==> src/rtl/rastreador_posicao.sv <==
// rastreador_posicao: drone position tracker and move-event generator.
// Synchronizes and debounces the four direction buttons, turns each debounced
// press into at most one move on an 8x8 grid while the control unit accepts
// moves, and reports collision / end-of-map levels for the committed move.
// Optional build macro RASTREADOR_WRAP_X_EN: horizontal moves wrap x 0<->7
// instead of hitting the side walls.
module rastreador_posicao #(
    parameter int unsigned  DEBOUNCE_CICLOS = 16,
    parameter logic [63:0]  MAPA            = 64'h0000_0000_0010_0000
) (
    input  logic       clock,
    input  logic       reset,
    input  logic       zeraPosicoes,
    input  logic       desloca,
    input  logic       checa_colisao,
    input  logic [3:0] botoes,
    output logic       borda_movimento,
    output logic       colisao,
    output logic       fim_mapa,
    output logic [2:0] pos_x,
    output logic [2:0] pos_y,
    output logic [1:0] db_estado
);

    // Counter reaches this value on the last differing sample before the flip.
    localparam logic [7:0] LIMITE = 8'(DEBOUNCE_CICLOS - 32'd1);

    // Start cell (3,0); its map bit is never treated as an obstacle.
    localparam logic [2:0] X_INICIAL      = 3'd3;
    localparam logic [2:0] Y_INICIAL      = 3'd0;
    localparam logic [5:0] INDICE_INICIAL = 6'd3;

    typedef enum logic [1:0] {
        LIVRE    = 2'd0,
        BLOQUEIO = 2'd1
    } estado_t;

    typedef enum logic [1:0] {
        DIR_CIMA     = 2'd0,
        DIR_BAIXO    = 2'd1,
        DIR_ESQUERDA = 2'd2,
        DIR_DIREITA  = 2'd3
    } direcao_t;

    logic [3:0]      r_sinc1;
    logic [3:0]      r_sinc2;
    logic [3:0]      r_nivel;
    logic [3:0]      r_nivel_ant;
    logic [3:0][7:0] r_cont;

    estado_t         r_estado;
    estado_t         w_prox_estado;
    logic            w_commit;

    logic [2:0]      r_pos_x;
    logic [2:0]      r_pos_y;
    logic            r_colisao;
    logic            r_fim_mapa;
    logic            r_borda;

    logic [3:0]      w_evento;
    logic            w_tem_evento;
    direcao_t        w_direcao;
    logic [2:0]      w_alvo_x;
    logic [2:0]      w_alvo_y;
    logic            w_fora;
    logic [5:0]      w_indice;
    logic            w_obstaculo;

    // Two-flop synchronizer for the raw button inputs.
    always_ff @(posedge clock or posedge reset) begin
        if (reset) begin
            r_sinc1 <= 4'd0;
            r_sinc2 <= 4'd0;
        end else begin
            r_sinc1 <= botoes;
            r_sinc2 <= r_sinc1;
        end
    end

    // Per-button debounce: flip the level after LIMITE+1 consecutive differing samples.
    // Restart does not touch these so a held button cannot fire again.
    always_ff @(posedge clock or posedge reset) begin
        if (reset) begin
            r_nivel <= 4'd0;
            r_cont  <= '0;
        end else begin
            for (int i = 0; i < 4; i++) begin
                if (r_sinc2[i] != r_nivel[i]) begin
                    if (r_cont[i] == LIMITE) begin
                        r_nivel[i] <= r_sinc2[i];
                        r_cont[i]  <= 8'd0;
                    end else begin
                        r_cont[i]  <= r_cont[i] + 8'd1;
                    end
                end else begin
                    r_cont[i] <= 8'd0;
                end
            end
        end
    end

    // Previous debounced level for rising-edge detection; restart realigns it
    // so no pending edge survives.
    always_ff @(posedge clock or posedge reset) begin
        if (reset) begin
            r_nivel_ant <= 4'd0;
        end else if (zeraPosicoes) begin
            r_nivel_ant <= r_nivel;
        end else begin
            r_nivel_ant <= r_nivel;
        end
    end

    assign w_evento     = r_nivel & ~r_nivel_ant;
    assign w_tem_evento = |w_evento;

    // Pick a single direction when several presses land together: cima > baixo > esquerda > direita.
    always_comb begin
        w_direcao = DIR_DIREITA;
        if (w_evento[3]) begin
            w_direcao = DIR_CIMA;
        end else if (w_evento[2]) begin
            w_direcao = DIR_BAIXO;
        end else if (w_evento[1]) begin
            w_direcao = DIR_ESQUERDA;
        end else begin
            w_direcao = DIR_DIREITA;
        end
    end

    // Target cell and wall check for the selected direction.
    always_comb begin
        w_alvo_x = r_pos_x;
        w_alvo_y = r_pos_y;
        w_fora   = 1'b0;
        case (w_direcao)
            DIR_CIMA: begin
                if (r_pos_y == 3'd7) begin
                    w_fora = 1'b1;
                end else begin
                    w_alvo_y = r_pos_y + 3'd1;
                end
            end
            DIR_BAIXO: begin
                if (r_pos_y == 3'd0) begin
                    w_fora = 1'b1;
                end else begin
                    w_alvo_y = r_pos_y - 3'd1;
                end
            end
            DIR_ESQUERDA: begin
`ifdef RASTREADOR_WRAP_X_EN
                w_alvo_x = r_pos_x - 3'd1;
`else
                if (r_pos_x == 3'd0) begin
                    w_fora = 1'b1;
                end else begin
                    w_alvo_x = r_pos_x - 3'd1;
                end
`endif
            end
            DIR_DIREITA: begin
`ifdef RASTREADOR_WRAP_X_EN
                w_alvo_x = r_pos_x + 3'd1;
`else
                if (r_pos_x == 3'd7) begin
                    w_fora = 1'b1;
                end else begin
                    w_alvo_x = r_pos_x + 3'd1;
                end
`endif
            end
            default: begin
                w_fora = 1'b0;
            end
        endcase
    end

    // Map index is y*8+x; the start cell never counts as an obstacle.
    assign w_indice    = {w_alvo_y, w_alvo_x};
    assign w_obstaculo = MAPA[w_indice] && (w_indice != INDICE_INICIAL);

    // FSM state register; restart always returns to LIVRE.
    always_ff @(posedge clock or posedge reset) begin
        if (reset) begin
            r_estado <= LIVRE;
        end else if (zeraPosicoes) begin
            r_estado <= LIVRE;
        end else begin
            r_estado <= w_prox_estado;
        end
    end

    // FSM next state: commit one move from LIVRE, unlock from BLOQUEIO on the collision strobe.
    always_comb begin
        w_prox_estado = r_estado;
        w_commit      = 1'b0;
        case (r_estado)
            LIVRE: begin
                if (w_tem_evento && desloca) begin
                    w_commit      = 1'b1;
                    w_prox_estado = BLOQUEIO;
                end else begin
                    w_prox_estado = LIVRE;
                end
            end
            BLOQUEIO: begin
                if (checa_colisao) begin
                    w_prox_estado = LIVRE;
                end else begin
                    w_prox_estado = BLOQUEIO;
                end
            end
            default: begin
                w_prox_estado = LIVRE;
            end
        endcase
    end

    // Position, flags and move pulse; restart wins over a same-cycle commit.
    always_ff @(posedge clock or posedge reset) begin
        if (reset) begin
            r_pos_x    <= X_INICIAL;
            r_pos_y    <= Y_INICIAL;
            r_colisao  <= 1'b0;
            r_fim_mapa <= 1'b0;
            r_borda    <= 1'b0;
        end else if (zeraPosicoes) begin
            r_pos_x    <= X_INICIAL;
            r_pos_y    <= Y_INICIAL;
            r_colisao  <= 1'b0;
            r_fim_mapa <= 1'b0;
            r_borda    <= 1'b0;
        end else if (w_commit) begin
            r_borda <= 1'b1;
            if (w_fora) begin
                r_colisao  <= 1'b1;
                r_fim_mapa <= 1'b0;
            end else begin
                r_pos_x    <= w_alvo_x;
                r_pos_y    <= w_alvo_y;
                r_colisao  <= w_obstaculo;
                r_fim_mapa <= !w_obstaculo && (w_alvo_y == 3'd7);
            end
        end else begin
            r_borda <= 1'b0;
        end
    end

    assign borda_movimento = r_borda;
    assign colisao         = r_colisao;
    assign fim_mapa        = r_fim_mapa;
    assign pos_x           = r_pos_x;
    assign pos_y           = r_pos_y;
    assign db_estado       = r_estado;

endmodule

==> config.mk <==
export PLATFORM = sky130hd
export DESIGN_NAME = rastreador_posicao
export DESIGN_NICKNAME = d
export VERILOG_FILES = /design/src/rtl/rastreador_posicao.sv
export SDC_FILE = /design/constraint.sdc
export NUM_CORES = 1
export LEC_CHECK = 0
export BUFFER_PORTS_ARGS = -buffer_cell sky130_fd_sc_hd__buf_2
export CORE_AREA = 2 2 108 58
export CTS_BUF_LIST = sky130_fd_sc_hd__clkbuf_2 sky130_fd_sc_hd__clkbuf_4 sky130_fd_sc_hd__clkbuf_8
export CTS_CLUSTER_SIZE = 40
export DETAILED_ROUTE_END_ITERATION = 12
export DIE_AREA = 0 0 110 60
export GPL_TIMING_DRIVEN = 0
export PLACE_DENSITY = 0.68
export SLEW_MARGIN = 20
export SYNTH_ARGS = -nofsm -noshare
export SYNTH_HDL_FRONTEND = slang
export SYNTH_SLANG_ARGS = --single-unit
==> constraint.sdc <==
create_clock -name clock -period 2.3 [get_ports clock]
set_clock_uncertainty 0.05 [all_clocks]
set_input_delay 0.23 -clock clock [delete_from_list [all_inputs] [get_ports clock]]
set_output_delay 0.23 -clock clock [all_outputs]
set_load 0.005 [all_outputs]
[After elaboration in Yosys (flattened, before gate mapping)]
Memory sizes are Yosys's and may differ from the RTL's.
Cells that the tools add are included.
Word-level totals
  bits in registers: 59
  output and inout bits: 11
  ROM bits: 64
  input port bits: 9
  memories: 1
  word-level logic and storage cells: 104
Operators by class
  eq/ne operators: 17
  $add $sub $neg: 8
  muxes and demuxes: 43
  order comparisons: 1
  bitwise operators: 2
  reductions and logical operators: 15
Memories
  (no name shown): depth 64, bits a word 1, read ports 1, clocked after Yosys merged registers in 0, wr ports 0, RTL line 182  | assign w_obstaculo = MAPA[w_indice] && (w_indice != INDICE_INICIAL);
Operator list (number)
  2-to-1 mux 8 bit: 8
  adder 8 x 1 -> 8 bit, second input constant: 4
  equality test 8 x 4 -> 1 bit, second input constant: 4
  2-to-1 mux 3 bit: 10
  2-to-1 mux 1 bit: 18
  one-hot mux 3 bit (2 select lines): 2
  AND reduction 2 bit: 5
  equality test 3 bit, second input constant: 3
  less-than comparator 6 x 7 -> 1 bit, second input constant: 1
  adder 3 x 1 -> 3 bit, second input constant: 2
  zero test 3 bit: 2
  2-to-1 mux 2 bit: 3
  != test 6 x 2 -> 1 bit, second input constant: 1
  subtractor 3 x 1 -> 3 bit, second input constant: 2
  bitwise AND 4 bit: 1
  equality test 2 x 1 -> 1 bit, second input constant: 2
  equality test 2 bit, second input constant: 2
  zero test 2 bit: 2
  != test 1 bit: 4
  NOT 4 bit: 1
  one-hot mux 1 bit (4 select lines): 1
  one-hot mux 2 bit (2 select lines): 1
  OR reduction 4 bit: 1
  logical AND 1 bit: 3
  3 further kinds: 3

[Logic depth before layout (Yosys ltp)]
  word-level depth: 15
  mapped depth: 7
  depth with buffers taken out: 7

[Worst setup path before layout]
Ideal clock, no wire load.
  kind: register to register
  start: reg r_pos_x[0], in the netlist pos_x[0]
  end: reg r_colisao, in the netlist colisao
  period minus slack after synthesis: 1907 ps
  stages on the path, launching flop included: 7
  path slack: 393 ps
  path buffers: 0
  setup time: 92 ps
  arrival time: 1766 ps
  required time: 2158 ps
  cell sequence: dfstp_2 inv_1 ha_1 nand3b_1 a21o_1 a221o_1 o31ai_2
On the way
  word-level cells in the longest chain between the ends: 9
  elaborated cells on any way between the ends: 17
  those cells by class: add/sub (2); eq/ne (2); mux (10); reduce/logical (2); memory (1)
RTL lines
  start, declared: RTL line 55  | logic [2:0] r_pos_x;
  start signal, assigned: RTL line 241  | r_pos_x <= w_alvo_x;
  adder 3 x 1 -> 3 bit, or another cell as far along: RTL line 170  | w_alvo_x = r_pos_x + 3'd1;
  2-to-1 mux 3 bit, on equally long branches: RTL line 167, 156
  one-hot mux 3 bit (2 select lines): RTL line 137  | case (w_direcao)
  memory read (64 x 1 bit)
  2-to-1 mux 1 bit (not written as such): RTL line 182
  logical AND 1 bit: RTL line 182
  2-to-1 mux 1 bit (*): RTL line 237  | if (w_fora) begin
  2-to-1 mux 1 bit (*): RTL line 235  | end else if (w_commit) begin
  2-to-1 mux 1 bit (*): RTL line 229  | end else if (zeraPosicoes) begin
  end signal, assigned: RTL line 243  | r_colisao <= w_obstaculo;
  end, declared: RTL line 57  | logic r_colisao;
Every way passes the cells marked *; elsewhere a longest branch is shown, timed or not. The select of a mux whose other input is x is not followed.
A chain may end at the register's enable or synchronous reset.

[Worst setup path after layout]
  start: reg r_pos_x[0], in the netlist pos_x[0]
  end: reg r_pos_x[2], in the netlist pos_x[2]
On the way
  word-level cells in the longest chain between the ends: 6
  elaborated cells on any way between the ends: 15
  those cells by class: add/sub (2); eq/ne (2); mux (9); reduce/logical (2)
RTL lines (RTL line)
  adder 3 x 1 -> 3 bit, or another cell as far along: 170
  2-to-1 mux 3 bit, on equally long branches: 167, 156
  one-hot mux 3 bit (2 select lines): 137
  2-to-1 mux 3 bit: 237
  2-to-1 mux 3 bit: 235
  2-to-1 mux 3 bit: 229
Parallel ways exist; a longest one is shown, timed or not. The select of a mux whose other input is x is not followed.

==> impl_metrics.json <==
{
  "clock_latency_ps": 340,
  "core_mm2": 0.005731,
  "r2r_end": "pos_x[2]$_DFFE_PP0P_",
  "hpwl_mm": 3.479,
  "p_leak_nw": 1.565,
  "wl_mm": 4.964,
  "setup_viol": 0,
  "cp.buffers_inverters": 1,
  "fin_cells": 369,
  "reg2reg_from": "pos_x[0]$_DFFE_PP1P_",
  "cap_violations": 0,
  "endpoint": "pos_x[2]$_DFFE_PP0P_",
  "crit_chain": "inv_1 > ha_1 > nand2b_1 > mux2i_1 > o211ai_1 > a21oi_2 > a32o_1",
  "rows": 20,
  "crit_start": "pos_x[0]$_DFFE_PP1P_",
  "relSlewSlack_pct": 54.35,
  "ys_seq_area_share_pct": 52.77,
  "critPathMaxFanout": 6,
  "drive_gt1_share_pct": 19.52,
  "final_hold_viol_count": 0,
  "cp.arrival_ps": 2270,
  "r2r_slack_ps": 210,
  "crit_cells": 7,
  "max_freq_ghz": 0.4775,
  "grtUsageTotal_pct": 18.39,
  "overflow": 0,
  "period_share_pct": 91.06,
  "worstPathRequired_ps": 2470,
  "clk_pin_slew_ps": 60,
  "ys_warn_count": 0,
  "cts_buffer_depth": 2,
  "cp_slowest_cell": "dfstp_2",
  "grt_pass1_wl_mm": 8.625,
  "die_w_um": 110,
  "cts_num_sinks": 58,
  "place_inst": 348,
  "critPathKind": "reg2reg",
  "drv_slew": 0,
  "power_per_cell_area_mw_per_mm2": 694.3,
  "end_kind": "flop",
  "rsz0062_at_grt": "false",
  "syn_nets": 272,
  "ctsResizeCount": 0,
  "h-tree-depth": 3,
  "antenna_cells": 0,
  "syn_to_final_growth_pct": 16.76,
  "vdd_drop_max_mv": 0.4084,
  "cts_buffers": 9,
  "synth_cell_types": 45,
  "die_h_um": 60,
  "grt_util_met2_pct": 22.26,
  "min-delay-path-class": "in2reg",
  "tightest_slew_ps": 684.8,
  "syn_inst": 253,
  "drc": 0,
  "synth-seq-cells": 58,
  "wl_per_cell_um": 13.45,
  "power_mw": 2.233,
  "cpLargestDelayFamily": "compound AO/OA/AOI/OAI gates",
  "final_net_count": 306,
  "gp_congestion": 0.8344,
  "avgViaCountPerCell": 5.068,
  "vias": 1870,
  "fp.dieArea_mm2": 0.006600,
  "rr_worst_depth": 7,
  "startpoint_type": "flop",
  "ios": 20,
  "drt_iter0_drc": 124,
  "drtPass1Iterations": 4,
  "met3_usage_pct": 7.197,
  "initial_utilization_pct": 48.08,
  "critPathMaxStageDelay_ps": 570,
  "top_usage_layer": "met1",
  "cts_root_buf": "clkbuf_8",
  "grt_max_degree": 59,
  "ant_nets": 0,
  "async_flop_share_pct": 100.0,
  "min_period_ps": 2094,
  "grtUsageMet1_pct": 28.23,
  "synth_edf_count": 0,
  "cts_tree": "built",
  "grt_pass1_vias": 1765,
  "synth_ff_type": "dfrtp_1",
  "utilization_pct": 56.14,
  "syn_area_mm2": 0.002755,
  "port_buffers": 18,
  "antenna_found_initial": 0,
  "syn_avg_cell_area_um2": 10.89,
  "status": "finished clean"
}
worst min path at each step:
stage                               startpoint                      to  cells past startpoint
final                            checa_colisao  db_estado[0]$_DFF_PP0_                      2
after global routing             checa_colisao  db_estado[0]$_DFF_PP0_                      2
after CTS                        checa_colisao  db_estado[0]$_DFF_PP0_                      2
after detailed placement  r_sinc1[1]$_DFF_PP0_    r_sinc2[1]$_DFF_PP0_                      0
after global placement    r_sinc1[1]$_DFF_PP0_    r_sinc2[1]$_DFF_PP0_                      0
after floorplan                      botoes[0]    r_sinc1[0]$_DFF_PP0_                      0
power by group:
group	internal [mW]	switching [mW]	total (mW)
sequential	1.05	0.0237	1.07
clock	0.647	0.391	1.04
combinational	0.0517	0.0698	0.121
metal layers:
metal	share of wire (%)	vias up	wire length, um
met2	37	47	1856
met3	6.8	7	338
met4	1.1	0	57
li1	-	936	-
met1	55	880	2712
met5	0	-	0
repair_timing:
item / in CTS / in global routing
setup endpoints to repair: 0 / 0
setup buffers: 0 / 0
hold buffers: 5 / 0
endpoints found under the hold margin: 60 / 0
worst register-to-register path: stages (launching register included):
cell and delay (ps):
dfstp_2 570, inv_1 90, ha_1 240, nand2b_1 140
mux2i_1 120, o211ai_1 390, a21oi_2 160, a32o_1 240
flip-flops by register name, summed over array words and instances, names as in the netlist, 3 cells and up:
name and flops:
r_nivel_ant 4, r_sinc1 4, r_sinc2 4, r_nivel 4, pos_x 3, r_cont 32
pos_y 3
layout by cell type, fill, tap and decap left out, types with 8 or more instances in the layout:
master / Yosys / final
xor2_1: 18 / 18
buf_2: 0 / 18
nand3_1: 16 / 16
inv_1: 9 / 8
ha_1: 10 / 10
nor2_1: 33 / 33
clkbuf_8: 0 / 10
nand2_1: 19 / 19
xnor2_1: 14 / 14
dfrtp_1: 56 / 56
and3_1: 9 / 9
cell usage after synthesis, types with 2 or more instances:
master,instances,area share [%]
nand3_1,16,2.9
nand2b_2,2,0.64
nand2_1,19,2.6
or2_2,3,0.68
nand2b_1,5,1.1
a211oi_2,2,0.91
dfrtp_1,56,51
xnor2_1,14,4.5
inv_1,9,1.2
a21o_1,2,0.54
mux2i_1,2,0.73
a21oi_1,3,0.54
o211ai_1,2,0.54
dfstp_2,2,1.9
nand3b_1,2,0.54
nor3_1,2,0.36
nor2_1,33,4.5
or3_1,2,0.45
o21ai_0,4,0.73
nor4_1,4,0.91
a32o_1,4,1.5
mux2_2,5,2.0
ha_1,10,4.5
and2_1,4,0.91
xor2_1,18,5.7
and3_1,9,2.0
through the flow:
step	worst slack, ps	TNS [ps]	hold WS (ps)	instance area [um^2]
floorplan	392.6	0	211.4	2755
global placement	-141.3	-7675	283.9	2942
detailed placement	259.2	0	284.7	2944
CTS	232.5	0	4.307	3217
global route	131.1	0	6.312	3217
finish	205.6	0	31.23	3217
layout make-up:
cell class / instances / area [um^2]
Fill cell: 495 / 2514
Sequential cell: 58 / 1454
Clock inverter: 5 / 77.57
Buffer: 1 / 7.507
Inverter: 9 / 36.28
Clock buffer: 11 / 145.1
Timing Repair Buffer: 23 / 140.1
Tap cell: 77 / 96.34
Multi-Input combinational cell: 185 / 1260
cell families (layout without fill, tap and decap cells):
family                     count (synthesis)  after routing  share of synthesized area, %
AOI/OAI and AO/OA                         28             28                         8.765
xor gates and xnor gates                  32             32                         10.17
adders and majority gates                 10             10                         4.541
buffers and inverters                     10             49                         1.499
DFF                                       58             58                         52.77
muxes                                      7              7                         2.770
other                                      1              1                        0.1361
and+or+nand+nor                          107            107                         19.35
No activity file was read; power rests on OpenSTA's default activity.
